===== src/rtl/quad_encoder_pkg.sv =====
// Shared types and the quadrature decode table for the encoder interface.
package quad_encoder_pkg;

  localparam int POS_WIDTH_DEF = 32;

  typedef enum logic {PRIME, RUN} fsm_t;

  // {A, B} sampled pair
  typedef logic [1:0] quad_t;

  typedef struct packed {
    logic signed [1:0] delta;
    logic              illegal;
  } decode_t;

  function automatic decode_t quad_decode(input quad_t prev, input quad_t cur);
    decode_t r;
    r.delta   = 2'sb00;
    r.illegal = 1'b0;
    case ({prev, cur})
      4'b00_10, 4'b10_11, 4'b11_01, 4'b01_00: r.delta = 2'sb01;
      4'b10_00, 4'b11_10, 4'b01_11, 4'b00_01: r.delta = 2'sb11;
      4'b00_11, 4'b11_00, 4'b10_01, 4'b01_10: r.illegal = 1'b1;
      default: ;
    endcase
    return r;
  endfunction

endpackage


===== src/rtl/quad_input_filter.sv =====
// One encoder pin: 2-FF synchroniser followed by a FILTER_LEN-cycle debounce.
module quad_input_filter #(
  parameter int FILTER_LEN = 4
) (
  input  logic clk,
  input  logic reset,
  input  logic raw,
  input  logic prime,
  output logic synced,
  output logic filtered
);

  logic       meta_p0;
  logic       sync_p1;
  logic [7:0] stable_cnt;

  assign synced = sync_p1;

  always_ff @(posedge clk) begin
    if (reset) begin
      meta_p0    <= 1'b0;
      sync_p1    <= 1'b0;
      filtered   <= 1'b0;
      stable_cnt <= '0;
    end else begin
      meta_p0 <= raw;
      sync_p1 <= meta_p0;
      // debounce stage: priming bypasses the filter so startup levels are not counted
      if (prime || (sync_p1 == filtered)) begin
        filtered   <= sync_p1;
        stable_cnt <= '0;
      end else if (stable_cnt == 8'(FILTER_LEN - 1)) begin
        filtered   <= sync_p1;
        stable_cnt <= '0;
      end else begin
        stable_cnt <= stable_cnt + 8'd1;
      end
    end
  end

endmodule


===== src/rtl/quad_encoder_interface.sv =====
// Conditions A/B/I encoder pins into a signed position count with index zeroing,
// index capture, windowed velocity and sticky illegal-transition detection.
module quad_encoder_interface
  import quad_encoder_pkg::*;
#(
  parameter int FILTER_LEN        = 4,
  parameter int VEL_WINDOW_CYCLES = 500_000,
  parameter int POS_WIDTH         = POS_WIDTH_DEF
) (
  input  logic                        clk,
  input  logic                        reset,
  input  logic                        A,
  input  logic                        B,
  input  logic                        I,
  input  logic                        invert_dir,
  input  logic                        clear_position,
  input  logic                        index_zero_arm,
  input  logic                        clear_error,
  output logic signed [POS_WIDTH-1:0] position,
  output logic                        direction,
  output logic                        count_pulse,
  output logic signed [POS_WIDTH-1:0] velocity,
  output logic                        velocity_valid,
  output logic signed [POS_WIDTH-1:0] index_pos,
  output logic                        index_seen,
  output logic                        index_zero_armed,
  output logic                        quad_error
);

  localparam int PRIME_LEN = 2 + FILTER_LEN;

  fsm_t                        state;
  logic [8:0]                  prime_cnt;
  logic [31:0]                 win_cnt;
  logic signed [POS_WIDTH-1:0] acc;

  logic  a_sync, b_sync, i_sync;
  logic  a_filt, b_filt, i_filt;
  quad_t prev_ab;
  logic  prev_i;
  logic  priming;

  assign priming = (state == PRIME);

  quad_input_filter #(.FILTER_LEN(FILTER_LEN)) u_filt_a (
    .clk(clk), .reset(reset), .raw(A), .prime(priming), .synced(a_sync), .filtered(a_filt)
  );
  quad_input_filter #(.FILTER_LEN(FILTER_LEN)) u_filt_b (
    .clk(clk), .reset(reset), .raw(B), .prime(priming), .synced(b_sync), .filtered(b_filt)
  );
  quad_input_filter #(.FILTER_LEN(FILTER_LEN)) u_filt_i (
    .clk(clk), .reset(reset), .raw(I), .prime(priming), .synced(i_sync), .filtered(i_filt)
  );

  decode_t                     dec;
  logic signed [1:0]           delta;
  logic signed [POS_WIDTH-1:0] delta_ext;
  logic                        illegal;
  logic                        index_rise;

  always_comb begin
    dec        = quad_decode(prev_ab, {a_filt, b_filt});
    delta      = 2'sb00;
    illegal    = 1'b0;
    index_rise = 1'b0;
    if (!priming) begin
      delta      = invert_dir ? -dec.delta : dec.delta;
      illegal    = dec.illegal;
      index_rise = i_filt && !prev_i;
    end
    delta_ext = {{(POS_WIDTH-2){delta[1]}}, delta};
  end

  always_ff @(posedge clk) begin
    if (reset) begin
      state            <= PRIME;
      prime_cnt        <= '0;
      win_cnt          <= 32'(VEL_WINDOW_CYCLES - 1);
      acc              <= '0;
      prev_ab          <= '0;
      prev_i           <= 1'b0;
      position         <= '0;
      direction        <= 1'b0;
      count_pulse      <= 1'b0;
      velocity         <= '0;
      velocity_valid   <= 1'b0;
      index_pos        <= '0;
      index_seen       <= 1'b0;
      index_zero_armed <= 1'b0;
      quad_error       <= 1'b0;
    end else begin
      if (priming) begin
        if (prime_cnt == 9'(PRIME_LEN - 1)) state <= RUN;
        else                                 prime_cnt <= prime_cnt + 9'd1;
      end

      // decode stage: history tracks synced pins while priming so RUN starts with no delta
      prev_ab <= priming ? {a_sync, b_sync} : {a_filt, b_filt};
      prev_i  <= priming ? i_sync : i_filt;

      count_pulse <= (delta != 2'sb00);
      if (delta != 2'sb00) direction <= delta[1];

      if (clear_position)                      position <= '0;
      else if (index_rise && index_zero_armed) position <= '0;
      else                                     position <= position + delta_ext;

      if (index_rise && index_zero_armed) index_zero_armed <= index_zero_arm;
      else if (index_zero_arm)            index_zero_armed <= 1'b1;

      if (index_rise) begin
        index_seen <= 1'b1;
        index_pos  <= position;
      end

      if (illegal)          quad_error <= 1'b1;
      else if (clear_error) quad_error <= 1'b0;

      // velocity window: the closing cycle's delta is folded into the published value
      if (win_cnt == 32'd0) begin
        velocity       <= acc + delta_ext;
        acc            <= '0;
        velocity_valid <= 1'b1;
        win_cnt        <= 32'(VEL_WINDOW_CYCLES - 1);
      end else begin
        acc            <= acc + delta_ext;
        velocity_valid <= 1'b0;
        win_cnt        <= win_cnt - 32'd1;
      end
    end
  end

endmodule


===== config.mk =====
export PLATFORM = sky130hd
export DESIGN_NAME = quad_encoder_interface
export DESIGN_NICKNAME = d
export VERILOG_FILES = /design/src/rtl/quad_encoder_pkg.sv /design/src/rtl/quad_input_filter.sv /design/src/rtl/quad_encoder_interface.sv
export SDC_FILE = /design/constraint.sdc
export NUM_CORES = 1
export LEC_CHECK = 0
export ABC_AREA = 1
export BUFFER_PORTS_ARGS = -buffer_cell sky130_fd_sc_hd__buf_2
export CAP_MARGIN = 20
export CORE_ASPECT_RATIO = 1.1
export CORE_UTILIZATION = 50
export CTS_BUF_LIST = sky130_fd_sc_hd__clkbuf_16
export DETAILED_ROUTE_END_ITERATION = 10
export PLACE_DENSITY = 0.72
export SLEW_MARGIN = 10
export SYNTH_ARGS = -nofsm -noshare
export SYNTH_HDL_FRONTEND = slang
export SYNTH_SLANG_ARGS = --single-unit

===== constraint.sdc =====
create_clock -name clk -period 3.8 [get_ports clk]
set_clock_uncertainty 0.15 [all_clocks]
set_input_delay 0.38 -clock clk [delete_from_list [all_inputs] [get_ports clk]]
set_output_delay 0.38 -clock clk [all_outputs]
set_load 0.01 [all_outputs]

=== Word level (Yosys, flattened, before mapping) ===
Index checks and enable logic that the tools add are counted.
W data, S select, Z words.

* $add $sub $neg: 8
* Equality and inequality tests: 19
* Mux-type cells: 21
* Bitwise gates (word level): 2
* Reductions and logical operators: 22

{| class="wikitable"
|+ Operators by type and width
! cell !! count
|-
| $add A32 B2 Y32 || 2
|-
| $logic_not A32 Y1 || 1
|-
| $sub A32 B1 Y32 const B || 1
|-
| $add A8 B1 Y8 const B || 3
|-
| $eq A4 B4 Y1 const B || 6
|-
| $eq A8 B2 Y1 const B || 3
|-
| $mux W1 || 17
|-
| $eq A4 B3 Y1 const B || 3
|-
| $reduce_bool A2 Y1 || 6
|-
| $reduce_or A3 Y1 || 4
|-
| $reduce_or A4 Y1 || 3
|-
| $add A9 B1 Y9 const B || 1
|-
| $eq A9 B3 Y1 const B || 1
|-
| $eq A4 B2 Y1 const B || 2
|-
| $mux W2 || 3
|-
| $eq A4 B1 Y1 const B || 1
|-
| $pmux W2 S2 || 1
|-
| $eq A1 B1 Y1 || 3
|-
| $logic_or A1 B1 Y1 || 3
|-
| $logic_and A1 B1 Y1 || 2
|-
| $neg A2 Y2 || 1
|-
| $not A1 Y1 || 2
|-
| $reduce_and A2 Y1 || 1
|-
| $reduce_or A2 Y1 || 1
|-
| $logic_not A1 Y1 || 1
|}

* Bits in registers: 212
* Bits of input ports: 9
* Output and inout bits: 102
* Word-level logic and storage cells: 99

=== Logic depth before layout (Yosys ltp) ===
* Depth in word-level cells: 7
* Mapped depth: 22
* Depth with buffers taken out: 21

=== By module ===
Synthesis repeated with hierarchy kept, for this count alone.

* Cells, all modules: 1919
* Area total of the unflattened synthesis: 12475.7 um2

{| class="wikitable"
|+ Modules (own cells, without submodules)
! module !! instances !! cells each !! area each (um2) !! seq. area each (um2)
|-
| quad_encoder_interface || 1 || 1682 || 10745.3 || 3583.4
|-
| quad_input_filter || 3 || 79 || 576.8 || 220.2
|}

=== Worst setup path before layout ===
No wires, ideal clock.

* Kind: reg2reg
* From: register u_filt_a.filtered
* To: register velocity[24]
* Setup time: 0.113 ns
* Arrival time: 3.319 ns
* Data required time: 3.537 ns
* Setup slack: 0.218 ns
* Stages on the path, launching flop included: 19
* Buffers on the path: 1
* Clock period less this slack: 3.582 ns
* Path through: dfxtp_1 -> buf_2 -> inv_2 -> nand2_1 -> nand2_1 -> nand2_1 -> nand2_1 -> nor2_4 -> nand2_1 -> inv_1 -> ha_1 -> nand2_1 -> inv_1 -> a21oi_1 -> nor2_1 -> o21bai_1 -> nand4_1 -> nand3_2 -> nand2_1

* Cells in the longest elaborated chain, start to end: 7
* Elaborated cells on any way between the ends: 15
* Classes of those cells: add/sub (2); eq/ne (8); mux (3); reduce/logical (2)

{| class="wikitable"
|+ Ends and longest elaborated chain
! element !! RTL line !! text
|-
| from (decl) || quad_input_filter.sv:10 || <nowiki>output logic filtered</nowiki>
|-
| from (signal assigned) || quad_input_filter.sv:30 || <nowiki>filtered <= sync_p1;</nowiki>
|-
| from (signal assigned) || quad_input_filter.sv:33 || <nowiki>filtered <= sync_p1;</nowiki>
|-
| $eq A4 B4 Y1 (tied with other cells) || quad_encoder_pkg.sv:20 || <nowiki>case ({prev, cur})</nowiki>
|-
| $reduce_or A4 Y1 || quad_encoder_pkg.sv:20 ||
|-
| $pmux W2 S2 * || quad_encoder_pkg.sv:20 ||
|-
| $neg A2 Y2 || quad_encoder_interface.sv:67 || <nowiki>delta = invert_dir ? -dec.delta : dec.delta;</nowiki>
|-
| $mux W2 * || quad_encoder_interface.sv:67 ||
|-
| $mux W2 * || quad_encoder_interface.sv:66 || <nowiki>if (!priming) begin</nowiki>
|-
| net delta[1] || quad_encoder_interface.sv:56 || <nowiki>logic signed [1:0] delta;</nowiki>
|-
| $add A32 B2 Y32 * || quad_encoder_interface.sv:121 || <nowiki>velocity <= acc + delta_ext;</nowiki>
|-
| to (signal assigned) || quad_encoder_interface.sv:121 ||
|-
| to (decl) || quad_encoder_interface.sv:22 || <nowiki>output logic signed [POS_WIDTH-1:0] velocity,</nowiki>
|}

Mark *: on every way through the listed nets, which the timed path passes. The rest lies on a longest branch.
A chain may end at the register's enable or synchronous reset.

=== Worst setup path after layout ===
* From: register u_filt_a.filtered
* To: register position[23]

* Cells in the longest elaborated chain, start to end: 7
* Elaborated cells on any way between the ends: 15
* Classes of those cells: add/sub (2); eq/ne (8); mux (3); reduce/logical (2)

{| class="wikitable"
|+ Ends and longest elaborated chain
! element !! RTL line !! text
|-
| $eq A4 B4 Y1 (tied with other cells) || quad_encoder_pkg.sv:20 ||
|-
| $reduce_or A4 Y1 || quad_encoder_pkg.sv:20 ||
|-
| $pmux W2 S2 * || quad_encoder_pkg.sv:20 ||
|-
| $neg A2 Y2 || quad_encoder_interface.sv:67 ||
|-
| $mux W2 * || quad_encoder_interface.sv:67 ||
|-
| $mux W2 * || quad_encoder_interface.sv:66 ||
|-
| net delta[1] || quad_encoder_interface.sv:56 ||
|-
| $add A32 B2 Y32 * || quad_encoder_interface.sv:106 || <nowiki>else position <= position + delta_ext;</nowiki>
|-
| to (signal assigned) || quad_encoder_interface.sv:106 ||
|-
| to (decl) || quad_encoder_interface.sv:19 || <nowiki>output logic signed [POS_WIDTH-1:0] position,</nowiki>
|}

Marks and branches as above.

==> run_results.csv <==
group,metric,value,unit
timing,clock.fmax,300,MHz
timing,fin_setup_tns,0,ns
yosys,syn_area,12100,sq um
finish,final_layout_size_suffix_gt1_share,9.73,%
timing,rsz0062_at_grt,"no",
global_route,track_usage,24.3,%
global_route,grt_max_degree,53,
timing,final-hold-violation-count,0,
setup_path,critical_path_class,"register to register",
setup_path,rr_startpoint,"u_filt_a.filtered$_SDFFE_PP0P_",
min_path,hold_depth,5,
clocking,ctsRootBufferMaster,"clkbuf_16",
timing,fin_crit,3.33,ns
routing,ant_nets,0,
timing,relSlewSlack,31.0,%
global_route,antenna_found_initial,0,
yosys,yosysUniqueCellTypes,43,
setup_path,rr_worst_depth,21,
clocking,cts_made_buffers,24,
floorplan,die_width,150,um
yosys,synth_warnings,0,
floorplan,initial_core_util,51.1,%
finish,nets,2058,
setup_path,path_max_fanout,26,
clocking,post_cts_buffers,0,
routing,first_pass_iters,7,
pwr,p_total,4.67,mW
setup_path,cp.arrival,3.64,ns
yosys,synth_top_area_share,35.1,%
setup_path,required,4.11,ns
clocking,clk_latency,0.53,ns
timing,period_share,87.7,%
timing,slew_violations,0,
global_route,grt-ovfl-total,0,
run_status,outcome,"completed",
clocking,cts_max_level,1,
finish,syn_to_final_growth,13.8,%
yosys,synth_nets,1937,
setup_path,worstSetupEndpointType,"register",
timing,hold-worst-slack,0.157,ns
routing,avgViaCountPerCell,5.07,
floorplan,ios,111,
floorplan,dieArea,24800,sq um
placement,globalplace.congestion,0.975,
routing,drc_errors,0,
routing,vias,11651,
setup_path,r2r-end,"position[23]$_SDFF_PP0_",
clocking,cts_tree,"yes",
setup_path,timing.reg2reg.setup_slack,0.47,ns
clocking,clockBufferDepth,3,
routing,wirelength,29400,um
timing,worst_slack,0.468,ns
yosys,synth_edf_count,0,
setup_path,critPathLaunchType,"register",
global_route,grt_pass1_wl,49400,um
yosys,syn_inst,1858,
pwr,powerDensity,339,nW/um^2
placement,dp_hpwl,22200,um
routing,wire_per_inst,12.8,um
finish,antennaDiodeCount,0,
floorplan,rows,59,
min_path,min_to,"position[0]$_SDFF_PP0_",
finish,final-seq-area,4240,sq um
clocking,cts.clk_slew.worst_paths,0.07,ns
placement,place_ws,0.577,ns
yosys,avgSynthCellArea,6.51,sq um
min_path,hp-start,"clear_position",
global_route,grt_pass1_vias,10810,
placement,io_buffers,110,
clocking,cts_sinks,212,
finish,multi_input_area,6690,sq um
flow_run,drv_cap,0,
finish,fill_cells,2323,
timing,max_slew.worst_pin.slew,1.03,ns
yosys,ys_ff_latch,212,
yosys,yosys-top-cells-area,"dfxtp_1, nand2_1, nor2_1, inv_1, ha_1",
floorplan,fp.dieH,165,um
min_path,hold_class,"input port to register",
routing,drt-initial-drc-count,498,
yosys,yosys_most_used_dff,"dfxtp_1",
floorplan,coreArea,23700,sq um
yosys,yosysTopAreaCell,"dfxtp_1",
yosys,async_reset_ff_share,0,%
pwr,leakagePower,7.33,nW
timing,setup_viol,0,
pwr,ir_worst_vdd,0.298,mV
yosys,ys_seq_area_share,35.1,%
-- what timing repair did --
item / in CTS / in global routing
hold endpoints to repair: 5 / 0
hold buffers: 5 / 0
gates resized for setup: 0 / 0
-- power by group --
group / internal, mW / switching, mW
Clock: 1.35 / 0.929
Combinational: 0.0417 / 0.0908
Sequential: 2.24 / 0.0158
Total: 3.63 / 1.04
-- cell usage in the layout (no fill, tap or decap), types with 3 or more instances in the layout --
| cell | n |
|---|---|
| clkinv_1 | 5 |
| xnor2_1 | 24 |
| xor2_1 | 16 |
| nand3_2 | 10 |
| inv_2 | 8 |
| inv_1 | 264 |
| dlygate4sd3_1 | 5 |
| nor3_1 | 16 |
| dfxtp_1 | 212 |
| buf_2 | 110 |
| nand2_4 | 4 |
| nand4_1 | 18 |
| o21bai_1 | 8 |
| and3_1 | 3 |
| nand3_1 | 75 |
| nor4_1 | 8 |
| buf_4 | 7 |
| a31oi_1 | 3 |
| a21oi_1 | 102 |
| nand3b_1 | 10 |
| or2_2 | 5 |
| nand2_1 | 560 |
| nor3b_1 | 8 |
| bufinv_16 | 3 |
| clkbuf_16 | 24 |
| nor2_1 | 290 |
| nor2_2 | 4 |
| o21ai_1 | 27 |
| a21o_1 | 4 |
| nor2_4 | 5 |
| ha_1 | 68 |
| o21ai_0 | 61 |
| o21a_1 | 5 |
-- sequential cells by signal, summed over array words and instances, names as in the netlist, 2 cells and up --
name and count:
u_filt_a.stable_cnt 8, acc 32, position 32, velocity 32, win_cnt 32, index_pos 32, prime_cnt 9, u_filt_i.stable_cnt 8
u_filt_b.stable_cnt 8, prev_ab 2
-- kinds of logic after synthesis --
group           synth area share, %
flops                          35.1
buf+inv                        9.63
xor+xnor                       2.90
fa+ha+maj                      7.36
compound gates                 9.28
simple gates                   35.8
-- through the flow --
step                      instances  util [%]  instance area [sq um]
after global routing           2298      58.1                  13800
after CTS                      2298      58.1                  13800
final                          2298      58.1                  13800
after detailed placement       2253      54.7                  13000
after global placement         2253      54.7                  13000
after floorplan                1858         -                  12100
-- routing by layer --
metal,vias to the layer above,share of wire (%),global-route usage (%)
li1,6082,-,-
met3,76,5.5,3.63
met5,-,0,0
met2,300,47,42.8
met4,0,3.3,9.64
met1,5193,45,29.5
-- final cells by class --
cell class / count / share of cell area [%]
Clock buffer: 24 / 4.36
Clock inverter: 16 / 1.18
Inverter: 270 / 7.40
Multi-Input combinational cell: 1348 / 48.6
Sequential cell: 212 / 30.8
Tap cell: 305 / 2.77
Timing Repair Buffer: 123 / 4.89
-- worst max-delay path, cell delays in order, from the launching register on --
cell and delay (ns):
dfxtp_1 0.47, inv_2 0.08, nand2_1 0.08, nand2_1 0.08, nand2_1 0.07, nand2_1 0.07, nor2_4 0.18, nand2_1 0.17
inv_2 0.12, buf_4 0.31, ha_1 0.35, nand2_1 0.11, inv_1 0.06, a21oi_1 0.23, inv_1 0.06, nor2_1 0.10
nand2_1 0.13, nand2_1 0.10, nand2_1 0.10, nand2_1 0.07, nand2_1 0.04, nor2_1 0.09
-- synthesized netlist by cell type (2+ instances only) --
cell	instances
nor3_2	2
inv_2	7
nand3_2	10
and2_1	2
ha_1	68
or2_2	5
o21bai_1	8
o21ai_0	61
nor2_1	290
nor4_1	8
o21ai_1	27
fa_1	2
a21o_1	4
xnor2_1	24
inv_1	262
a31oi_1	3
a21oi_1	102
nor3b_1	8
nor3_1	16
nand2_4	4
nand2_1	561
nor2_4	5
nand3_1	75
dfxtp_1	212
nand4_1	18
clkbuf_1	11
xor2_1	16
nand3b_1	10
o21a_1	5
and3_1	3
nor2_2	4
buf_2	14
-- how the worst max path moves through the flow --
stage / startpoint / to / depth (start not counted)
2_1_floorplan: u_filt_a.filtered$_SDFFE_PP0P_ / velocity[24]$_SDFFE_PP0P_ / 18
3_3_place_gp: u_filt_a.filtered$_SDFFE_PP0P_ / position[23]$_SDFF_PP0_ / 21
3_5_place_dp: u_filt_a.filtered$_SDFFE_PP0P_ / position[23]$_SDFF_PP0_ / 21
4_1_cts: u_filt_a.filtered$_SDFFE_PP0P_ / position[23]$_SDFF_PP0_ / 21
5_1_grt: u_filt_a.filtered$_SDFFE_PP0P_ / position[23]$_SDFF_PP0_ / 21
6_report: u_filt_a.filtered$_SDFFE_PP0P_ / position[23]$_SDFF_PP0_ / 21
(Power assumes the default switching activity.)
